`config.mk`:
```
export PLATFORM = sky130hd
export DESIGN_NAME = mem_arbiter
export DESIGN_NICKNAME = d
export VERILOG_FILES = /design/src/rtl/mem_arb_pkg.sv /design/src/rtl/mem_arb_pick.sv /design/src/rtl/mem_arbiter.sv
export SDC_FILE = /design/constraint.sdc
export NUM_CORES = 1
export LEC_CHECK = 0
export CAP_MARGIN = 20
export CORE_AREA = 3 3 94 96
export DETAILED_ROUTE_END_ITERATION = 12
export DIE_AREA = 0 0 97 99
export PLACE_DENSITY = 0.91
export SLEW_MARGIN = 5
export SYNTH_ARGS = -nofsm -noshare
export SYNTH_HDL_FRONTEND = slang
export SYNTH_SLANG_ARGS = --single-unit
```
`constraint.sdc`:
```
create_clock -name clk -period 4.1 [get_ports clk]
set_input_delay 0.41 -clock clk [delete_from_list [all_inputs] [get_ports clk]]
set_output_delay 0.41 -clock clk [all_outputs]
set_load 0.005 [all_outputs]
```
`src/rtl/mem_arb_pkg.sv`:
```
// Shared types and defaults for the CPU / I/O memory port arbiter.
// Build option MEM_ARB_ROUND_ROBIN_EN selects round-robin tie-breaking.
package mem_arb_pkg;

   localparam int DEF_DATA_W = 18;
   localparam int DEF_ADDR_W = 13;

   localparam logic OWNER_CPU = 1'b0;
   localparam logic OWNER_IO  = 1'b1;

   typedef enum logic [1:0] {
      IDLE   = 2'd0,
      ACCESS = 2'd1,
      WAIT   = 2'd2,
      DONE   = 2'd3
   } state_t;

   function automatic logic other_owner(input logic owner);
      return (owner == OWNER_CPU) ? OWNER_IO : OWNER_CPU;
   endfunction

endpackage

```
`src/rtl/mem_arb_pick.sv`:
```
// Grant select for the memory arbiter plus the registered owner of the port.
// MEM_ARB_ROUND_ROBIN_EN: ties go to the requester not granted most recently.
module mem_arb_pick
   import mem_arb_pkg::*;
(
   input  logic clk,
   input  logic rst,
   input  logic cpu_req,
   input  logic io_req,
   input  logic take,
   output logic pick,
   output logic owner
);

   always_comb begin
      pick = OWNER_CPU;
      if (io_req && !cpu_req)
         pick = OWNER_IO;
`ifdef MEM_ARB_ROUND_ROBIN_EN
      else if (io_req && cpu_req)
         pick = other_owner(owner);
`endif
   end

   // Resetting to I/O makes the CPU the preferred winner of the first tie.
   always_ff @(posedge clk or negedge rst) begin
      if (!rst)
         owner <= OWNER_IO;
      else if (take)
         owner <= pick;
   end

endmodule

```
`src/rtl/mem_arbiter.sv`:
```
// Shares one memory port between the CPU datapath and the I/O engine.
// Build option MEM_ARB_ROUND_ROBIN_EN enables round-robin arbitration.
module mem_arbiter
   import mem_arb_pkg::*;
#(
   parameter int DATA_W  = DEF_DATA_W,
   parameter int ADDR_W  = DEF_ADDR_W,
   parameter int MEM_LAT = 1
)(
   input  logic              clk,
   input  logic              rst,
   input  logic              cpu_req,
   input  logic              cpu_we,
   input  logic [ADDR_W-1:0] cpu_addr,
   input  logic [DATA_W-1:0] cpu_wdata,
   output logic              cpu_gnt,
   output logic              cpu_done,
   output logic [DATA_W-1:0] cpu_rdata,
   input  logic              io_req,
   input  logic              io_we,
   input  logic [ADDR_W-1:0] io_addr,
   input  logic [DATA_W-1:0] io_wdata,
   output logic              io_gnt,
   output logic              io_done,
   output logic [DATA_W-1:0] io_rdata,
   output logic [ADDR_W-1:0] mem_addr,
   output logic [DATA_W-1:0] mem_wdata,
   output logic              mem_read_en,
   output logic              mem_write_en,
   input  logic [DATA_W-1:0] mem_rdata,
   output logic              busy
);

   localparam logic [3:0] LAT_INIT =
      (MEM_LAT > 0) ? 4'(MEM_LAT - 1) : 4'd0;

   state_t     state;
   logic [3:0] cnt;
   logic       we;
   logic       pick;
   logic       owner;
   logic       take;
   logic       finish;

   assign take   = (state == IDLE) && (cpu_req || io_req);
   assign finish = ((state == ACCESS) && (MEM_LAT == 0))
                || ((state == WAIT) && (cnt == 4'd0));

   mem_arb_pick u_pick (
      .clk     (clk),
      .rst     (rst),
      .cpu_req (cpu_req),
      .io_req  (io_req),
      .take    (take),
      .pick    (pick),
      .owner   (owner)
   );

   always_ff @(posedge clk or negedge rst) begin
      if (!rst) begin
         state        <= IDLE;
         cnt          <= 4'd0;
         we           <= 1'b0;
         cpu_gnt      <= 1'b0;
         io_gnt       <= 1'b0;
         cpu_done     <= 1'b0;
         io_done      <= 1'b0;
         mem_read_en  <= 1'b0;
         mem_write_en <= 1'b0;
         busy         <= 1'b0;
         mem_addr     <= '0;
         mem_wdata    <= '0;
         cpu_rdata    <= '0;
         io_rdata     <= '0;
      end else begin
         cpu_done     <= 1'b0;
         io_done      <= 1'b0;
         mem_read_en  <= 1'b0;
         mem_write_en <= 1'b0;
         unique case (state)
            IDLE: begin
               if (take) begin
                  state <= ACCESS;
                  busy  <= 1'b1;
                  if (pick == OWNER_IO) begin
                     we           <= io_we;
                     mem_addr     <= io_addr;
                     mem_wdata    <= io_wdata;
                     io_gnt       <= 1'b1;
                     mem_write_en <= io_we;
                     mem_read_en  <= ~io_we;
                  end else begin
                     we           <= cpu_we;
                     mem_addr     <= cpu_addr;
                     mem_wdata    <= cpu_wdata;
                     cpu_gnt      <= 1'b1;
                     mem_write_en <= cpu_we;
                     mem_read_en  <= ~cpu_we;
                  end
               end
            end
            ACCESS: begin
               if (MEM_LAT > 0) begin
                  state <= WAIT;
                  cnt   <= LAT_INIT;
               end else begin
                  state <= DONE;
               end
            end
            WAIT: begin
               if (cnt == 4'd0)
                  state <= DONE;
               else
                  cnt <= cnt - 4'd1;
            end
            DONE: begin
               state   <= IDLE;
               busy    <= 1'b0;
               cpu_gnt <= 1'b0;
               io_gnt  <= 1'b0;
            end
            default: state <= IDLE;
         endcase
         // Read data is captured on the edge that enters DONE.
         if (finish) begin
            if (owner == OWNER_IO) begin
               io_done <= 1'b1;
               if (!we)
                  io_rdata <= mem_rdata;
            end else begin
               cpu_done <= 1'b1;
               if (!we)
                  cpu_rdata <= mem_rdata;
            end
         end
      end
   end

   a_one_strobe: assert property (@(posedge clk) disable iff (!rst)
      !(mem_read_en && mem_write_en));

   a_one_gnt: assert property (@(posedge clk) disable iff (!rst)
      !(cpu_gnt && io_gnt));

endmodule
```
==> results of run 1 <==
-- routing by layer --
| layer | wire length (µm) | vias up | share of wire | track usage |
|---|---|---|---|---|
| met2 | 4080 | 127 | 0.48 | 0.310 |
| met1 | 3540 | 1267 | 0.42 | 0.213 |
| met4 | 164 | 0 | 0.019 | 0.0670 |
| li1 | - | 1288 | - | - |
| met5 | 0 | - | 0 | 0 |
| met3 | 654 | 14 | 0.077 | 0.0566 |
-- path summary, 6_finish.rpt --
| path | end | slack, ps |
|---|---|---|
| worst max-delay path | mem_read_en | 1940 |
| min in group clk | mem_wdata[13] | 480 |
| worst max register to register | io_rdata[17] | 2010 |
| worst min register to register | mem_wdata[13] | 480 |
| worst min-delay path | io_rdata[15] | 470 |
| max in group asynchronous | state[1] | 3040 |
-- synth_stat cells (4+ instances only) --
master,instances
mux2i_1,34
dfrtp_1,81
mux2_2,27
mux2_4,10
ha_1,4
inv_1,10
buf_2,4
o21ai_0,36
clkbuf_1,8
a21oi_1,4
nand2_1,32
-- cells by family (layout without fill, tap and decap cells) --
family	count (synthesis)	after routing
adders and majority gates	4	4
muxes	71	71
AOI/OAI and AO/OA	48	48
and+or+nand+nor	49	49
DFF	82	82
buffers and inverters	26	188
-- metrics by stage --
| step | cells | worst slack, ps | instance area [µm²] | total power, mW | util |
|---|---|---|---|---|---|
| floorplan | 280 | 2220 | 3570 | 2.10 | - |
| global placement | 529 | 1650 | 5200 | 2.98 | 0.640 |
| detailed placement | 529 | 1570 | 5200 | 3.06 | 0.640 |
| CTS | 545 | 1940 | 5380 | 3.59 | 0.662 |
| global route | 547 | 1830 | 5420 | 3.80 | 0.666 |
| finish | 547 | 1940 | 5420 | 3.55 | 0.666 |
-- cell type report --
| type | count | area [µm²] |
|---|---|---|
| clock buffer | 9 | 124 |
| inverter | 10 | 37.5 |
| sequential | 82 | 2050 |
| timing repair buffer | 162 | 1630 |
| tap | 105 | 131 |
| clock inverter | 7 | 53.8 |
| multi-input combinational | 172 | 1390 |
| fill | 605 | 2710 |
-- flip-flops by register name, summed over array words and instances (netlist names), 2 cells and up --
| signal | count |
|---|---|
| cpu_rdata | 18 |
| state | 2 |
| mem_addr | 13 |
| io_rdata | 18 |
| mem_wdata | 18 |
| cnt | 4 |
-- where the power goes --
group	internal, mW	switching (mW)	total (mW)
registers	1.19	0.204	1.40
clock network	0.222	0.297	0.520
logic	1.04	0.595	1.63
==> summary.json, run 1 <==
{
  "outcome": {
    "outcome": "completed"
  },
  "critical_path": {
    "cp_slowest_stage_delay_ps": 870,
    "setup.worst_path.end_class": "flip-flop",
    "worst_path_max_delay_cell": "nand2b_2",
    "r2r-start": "cnt[0]",
    "crit_buf_inv": 1,
    "path_class": "in -> reg",
    "critical_path_required_ps": 4370,
    "critical_path.startpoint": "cpu_req",
    "crit_path_start_kind": "primary input",
    "crit_path_cell_trace": "clkdlybuf4s50_1 > nand2b_2 > mux2i_1 > nor2b_1",
    "worst-endpoint-arrival_ps": 2430,
    "timing.critical_path.depth": 4,
    "crit_fanout": 33,
    "cpLargestDelayFamily": "simple AND/OR/NAND/NOR gates",
    "reg2regPathDepth": 5
  },
  "drt": {
    "firstDrtPassIters": 4,
    "detail_route.wirelength_um": 8440,
    "drt_drc_violations_left": 0,
    "via_count": 2696,
    "drt-initial-drc-count": 76,
    "detail_route.wl_per_cell_um": 15.4,
    "drt.antenna.violating_nets": 0,
    "detailed_route_vias_per_instance": 4.93
  },
  "clock_tree": {
    "latest_clock_arrival_within_the_worst_skew_pair_ps": 350,
    "cts_resized": 0,
    "cts.path.max_buffers": 2,
    "clock-root-buffer": "clkbuf_8",
    "cts_made_buffers": 9,
    "post_cts_buffers": 0,
    "tritoncts": "built",
    "cts_sinks": 82,
    "postCtsHoldBufs": 0,
    "clkTransAtPathRegs_ps": 80,
    "htree_levels": 3
  },
  "logic_synthesis": {
    "syn_avg_cell_area_um2": 12.7,
    "synthesis.nets": 370,
    "synthDominantAreaCellType": "dfrtp_1",
    "synth.area.mux_share": 0.223,
    "mappedNetlistArea_um2": 3570,
    "postSynth.asyncResetShare": 1.00,
    "synth_simple_gate_area_frac": 0.0736,
    "adder_cell_fraction_of_synth_area": 0.0140,
    "synth_cell_types": 36,
    "number_of_enable_flip_flop_cells_after_synthesis": 0,
    "yosys_warning_total": 0,
    "synthXorXnorAreaFrac": 0,
    "most_area_consuming_cells_after_synthesis": "dfrtp_1, mux2i_1, mux2_2",
    "postSynthRegisterBits": 82,
    "yosysSeqAreaShare": 0.575,
    "syn-instance-count": 280,
    "ys_dominant_reg_cell": "dfrtp_1",
    "synth_top_family_by_area": "multiplexers",
    "synth_compound_gate_area_share": 0.0743,
    "synth_top_area_share": 0.568
  },
  "sta": {
    "drv_slew": 0,
    "final.setup.tns_ps": 0,
    "max_clock_freq_mhz": 463,
    "timing.max_slew.rel_slack": 0.293,
    "fin_worst_skew_ps": 10.8,
    "timing.final.hold_violations": 0,
    "unrepaired_setup_endpoints_after_global_routing": "no",
    "worst_slew_pin_slew_ps": 1060,
    "final_period_minus_worst_setup_slack_ps": 2160,
    "fin_crit_sh": 0.527,
    "hold_ws_ps": 474,
    "setup_viol_count_final": 0
  },
  "die": {
    "row_count": 33,
    "initial_utilization": 0.439,
    "die_extent_in_y_um": 99,
    "io-pin-count": 160,
    "fp.coreArea_um2": 8130,
    "die_area_um2": 9600,
    "floorplan.die.width_um": 97
  },
  "finish": {
    "syn_to_final_growth_pct": 51.9,
    "final_layout_size_suffix_gt1_frac": 0.147,
    "layout.cells.most_common": "clkdlybuf4s50_1",
    "final_nets": 527,
    "layout_common_cells": "clkdlybuf4s50_1, dfrtp_1, o21ai_0",
    "antennaDiodeCount": 0
  },
  "power_and_ir_drop": {
    "power.density_nw_per_um2": 655,
    "p_leak_nw": 2.44,
    "irDropWorstVdd_mv": 0.273
  },
  "global_routing": {
    "global_route.overflow_total": 0,
    "first_global_vias": 2854,
    "global_route_wire_length_before_repair_um": 13800,
    "grt_usage": 0.180,
    "antenna_violations_before_repair": 0,
    "maximum_number_of_pins_on_one_net_before_global_route_repair": 83
  },
  "placed_design": {
    "place.gp.congestion": 0.719,
    "dp.final_hpwl_um": 6250,
    "port-buffer-count": 159
  },
  "worst_hold_path": {
    "min_path_type": "in -> async"
  },
  "flow_run": {
    "max_cap_violations": 0
  }
}
No activity file was read; power rests on OpenSTA's default activity.
==> run 2, diff against run 1 <==
Settings changed: CORE_AREA 3 3 94 96 to 3 3 97 99, DIE_AREA 0 0 97 99 to 0 0 100 102, PLACE_DENSITY 0.91 to 0.87.
Clock period 4.1 ns to 2.1 ns, I/O delays scaled along.
==> run 2 against run 1 <==
  * Final cell count up 1.1%
  * Via count up 2.0%
  * Sequential cell count unchanged
  * Critical endpoint is now io_rdata[3]
  * Non-clock buffer count up 3
  * Final area up 0.72%
  * Sequential power up 96%
  * Utilization down 3.4 points
  * Critical path type is now reg -> reg
  * First-iteration DRC count down 53%
  * Power up 96%
  * Sequential share of layout area down 0.27 points
==> summary.json, run 2 (synthesized netlist as in run 1, its figures left out) <==
{
  "outcome": {
    "outcome": {"value": "completed", "change": "unchanged"}
  },
  "finish": {
    "final_nets": {"value": 530, "change": "was 527"},
    "antennaDiodeCount": {"value": 0, "change": "unchanged"},
    "layout.cells.most_common": {"value": "clkdlybuf4s50_1", "change": "unchanged"},
    "n_fill_cell": {"value": 665, "change": "was 605"},
    "syn_to_final_growth": {"value": 53.0, "unit": "%", "change": "was 51.9%"},
    "layout_common_cells": {"value": "clkdlybuf4s50_1, dfrtp_1, o21ai_0", "change": "unchanged"},
    "final_layout_size_suffix_gt1_frac": {"value": 0.148, "change": "was 0.147"},
    "fin_cells": {"value": 553, "change": "was 547"},
    "largestRegisters": {"value": "cpu_rdata x18, io_rdata x18, mem_wdata x18", "change": "unchanged"}
  },
  "sta": {
    "fin_worst_skew": {"value": 10.1, "unit": "ps", "change": "was 10.8 ps"},
    "drv_slew": {"value": 0, "change": "unchanged"},
    "setup_viol_count_final": {"value": 0, "change": "unchanged"},
    "timing.final.ws_setup": {"value": 116, "unit": "ps", "change": "was 1940 ps"},
    "max_clock_freq_mhz": 504,
    "timing.final.hold_violations": {"value": 0, "change": "unchanged"},
    "final_period_minus_worst_setup_slack_ps": 1980,
    "worst_slew_pin_slew": {"value": 489, "unit": "ps", "change": "was 1060 ps"},
    "unrepaired_setup_endpoints_after_global_routing": {"value": "no", "change": "unchanged"},
    "fin_crit_sh": 0.945,
    "timing.max_slew.rel_slack": {"value": 0.674, "change": "was 0.293"},
    "final.setup.tns": {"value": 0, "unit": "ps", "change": "unchanged"}
  },
  "flow_run": {
    "max_cap_violations": {"value": 0, "change": "unchanged"}
  },
  "drt": {
    "drt_drc_violations_left": {"value": 0, "change": "unchanged"},
    "detail_route.wl_per_cell": {"value": 15.8, "unit": "µm", "change": "was 15.4 µm"},
    "firstDrtPassIters": {"value": 4, "change": "unchanged"},
    "detailed_route_vias_per_instance": {"value": 4.97, "change": "was 4.93"},
    "drt-initial-drc-count": {"value": 36, "change": "was 76"},
    "drt.antenna.violating_nets": {"value": 0, "change": "unchanged"},
    "detail_route.wirelength": {"value": 8760, "unit": "µm", "change": "was 8440 µm"},
    "via_count": {"value": 2750, "change": "was 2,696"}
  },
  "global_routing": {
    "antenna_violations_before_repair": {"value": 0, "change": "unchanged"},
    "global_route_wire_length_before_repair": {"value": 14100, "unit": "µm", "change": "was 13,800 µm"},
    "global_route.usage.met1": {"value": 0.198, "change": "was 0.213"},
    "grt_use_met2": {"value": 0.313, "change": "was 0.310"},
    "gr-max-usage-layer": {"value": "met2", "change": "unchanged"},
    "global_route.overflow_total": {"value": 0, "change": "unchanged"},
    "grt_usage": {"value": 0.174, "change": "was 0.180"},
    "met3_usage": {"value": 0.0560, "change": "was 0.0566"},
    "maximum_number_of_pins_on_one_net_before_global_route_repair": {"value": 66, "change": "was 83"},
    "first_global_vias": {"value": 2948, "change": "was 2,854"}
  },
  "die": {
    "floorplan.die.width": {"value": 100, "unit": "µm", "change": "was 97 µm"},
    "fp.coreArea": {"value": 8640, "unit": "µm²", "change": "was 8130 µm²"},
    "io-pin-count": {"value": 160, "change": "unchanged"},
    "die_area": {"value": 10200, "unit": "µm²", "change": "was 9600 µm²"},
    "row_count": {"value": 34, "change": "was 33"},
    "die_extent_in_y": {"value": 102, "unit": "µm", "change": "was 99 µm"},
    "initial_utilization": {"value": 0.413, "change": "was 0.439"}
  },
  "clock_tree": {
    "htree_levels": {"value": 3, "change": "unchanged"},
    "cts_resized": {"value": 0, "change": "unchanged"},
    "post_cts_buffers": {"value": 0, "change": "unchanged"},
    "cts_made_buffers": {"value": 9, "change": "unchanged"},
    "tritoncts": {"value": "built", "change": "unchanged"},
    "clkTransAtPathRegs": {"value": 80, "unit": "ps", "change": "about the same"},
    "clock-root-buffer": {"value": "clkbuf_8", "change": "unchanged"},
    "cts.path.max_buffers": {"value": 2, "change": "unchanged"},
    "latest_clock_arrival_within_the_worst_skew_pair": {"value": 330, "unit": "ps", "change": "was 350 ps"},
    "cts_sinks": {"value": 82, "change": "unchanged"}
  },
  "critical_path": {
    "setup.worst_path.end_class": {"value": "flip-flop", "change": "unchanged"},
    "worst_path_max_delay_cell": {"value": "and4_4", "change": "was nand2b_2"},
    "worst-endpoint-arrival": {"value": 2200, "unit": "ps", "change": "was 2430 ps"},
    "ff2ff_setup_slack": {"value": 120, "unit": "ps", "change": "was 2010 ps"},
    "critical_path_required": {"value": 2310, "unit": "ps", "change": "was 4370 ps"},
    "cp_slowest_stage_delay": {"value": 470, "unit": "ps", "change": "was 870 ps"},
    "crit_path_cell_trace": {"value": "inv_1 > ha_1 > nor3b_4 > and4_4 > mux2_2", "change": "was clkdlybuf4s50_1 > nand2b_2 > mux2i_1 > nor2b_1"},
    "crit_path_start_kind": {"value": "flip-flop", "change": "was primary input"},
    "crit_fanout": {"value": 18, "change": "was 33"},
    "path_class": {"value": "reg -> reg", "change": "was in -> reg"}
  },
  "placed_design": {
    "port-buffer-count": {"value": 159, "change": "unchanged"},
    "dp.cells": {"value": 536, "change": "was 529"},
    "pre_cts_slack": {"value": 126, "unit": "ps", "change": "was 1570 ps"},
    "dp.final_hpwl": {"value": 6850, "unit": "µm", "change": "was 6250 µm"},
    "place.gp.congestion": {"value": 0.753, "change": "was 0.719"}
  },
  "power_and_ir_drop": {
    "p_leak": {"value": 2.46, "unit": "nW", "change": "was 2.44 nW"},
    "power.density": {"value": 1270, "unit": "nW/µm²", "change": "was 655 nW/µm²"},
    "irDropWorstVdd": {"value": 0.511, "unit": "mV", "change": "was 0.273 mV"}
  },
  "worst_hold_path": {
    "min_path_type": {"value": "in -> async", "change": "unchanged"}
  }
}
[run 2: cell count changes in the layout (fill, tap and decap cells not counted)]
cell      previous run  this run
inv_6                1         0
clkbuf_1             0         2
buf_12               0         3
buf_4                2         3
buf_16               1         0
clkinv_4             2         0
clkbuf_8             9        10
[run 2: repair_timing]
action | in CTS | in global routing
hold buffers | 1 | 0
hold endpoints to repair | 36 | 0
setup endpoints to repair | 0 | 0
[run 2: worst paths after layout]
path | start | to | cells past startpoint
setup / recovery | cnt[1] | io_rdata[3] | 5
max in group asynchronous | rst | u_pick.owner | 3
min in group clk | mem_wdata[5] | mem_wdata[5] | 2
hold / removal | rst | mem_wdata[11] | 2
hold reg to reg | mem_wdata[5] | mem_wdata[5] | 2
setup reg to reg | cnt[1] | io_rdata[3] | 5
[run 2: final cells by class]
class                   instances  area, µm²  area share
clock buffers                  12        145      0.0266
clock inverters                 4       27.5     0.00504
inverters                      10       37.5     0.00688
multi-input cells             172       1390       0.254
flip-flops and latches         82       2050       0.376
well taps                     108        135      0.0248
repair buffers                165       1670       0.307
[run 2: per-stage QoR]
| step | util | total power [mW] | cell area, µm² | hold WS (ps) |
|---|---|---|---|---|
| 6_report | 0.632 | 6.96 | 5460 | 381 |
| 3_5_place_dp | 0.611 | 6.06 | 5280 | 202 |
| 3_3_place_gp | 0.611 | 5.89 | 5280 | 202 |
| 4_1_cts | 0.632 | 7.09 | 5460 | 381 |
| 5_1_grt | 0.632 | 7.48 | 5460 | 415 |
| 2_1_floorplan | - | 4.09 | 3570 | -85.6 |
[run 2: power by group]
group          total [mW]  switching, mW  leakage, nW  internal [mW]
Combinational        3.23           1.17         1.38           2.06
Sequential           2.74          0.408        0.998           2.33
Clock               0.990          0.529       0.0786          0.461
[run 2: worst max-delay path, delay by kind of cell (launching register included)]
family / cells / cell delay [ps]
AND/OR/NAND/NOR: 2 / 750
flip-flops: 1 / 410
multiplexers: 1 / 380
adder cells (fa/ha/maj): 1 / 220
buffers and inverters: 1 / 90
[run 2: routing by layer]
layer | vias to the layer above | wire (µm) | share of wire
met2 | 113 | 4510 | 0.52
met4 | 0 | 49 | 0.0056
met3 | 4 | 802 | 0.092
met1 | 1331 | 3390 | 0.39
li1 | 1302 | - | -
met5 | - | 0 | 0
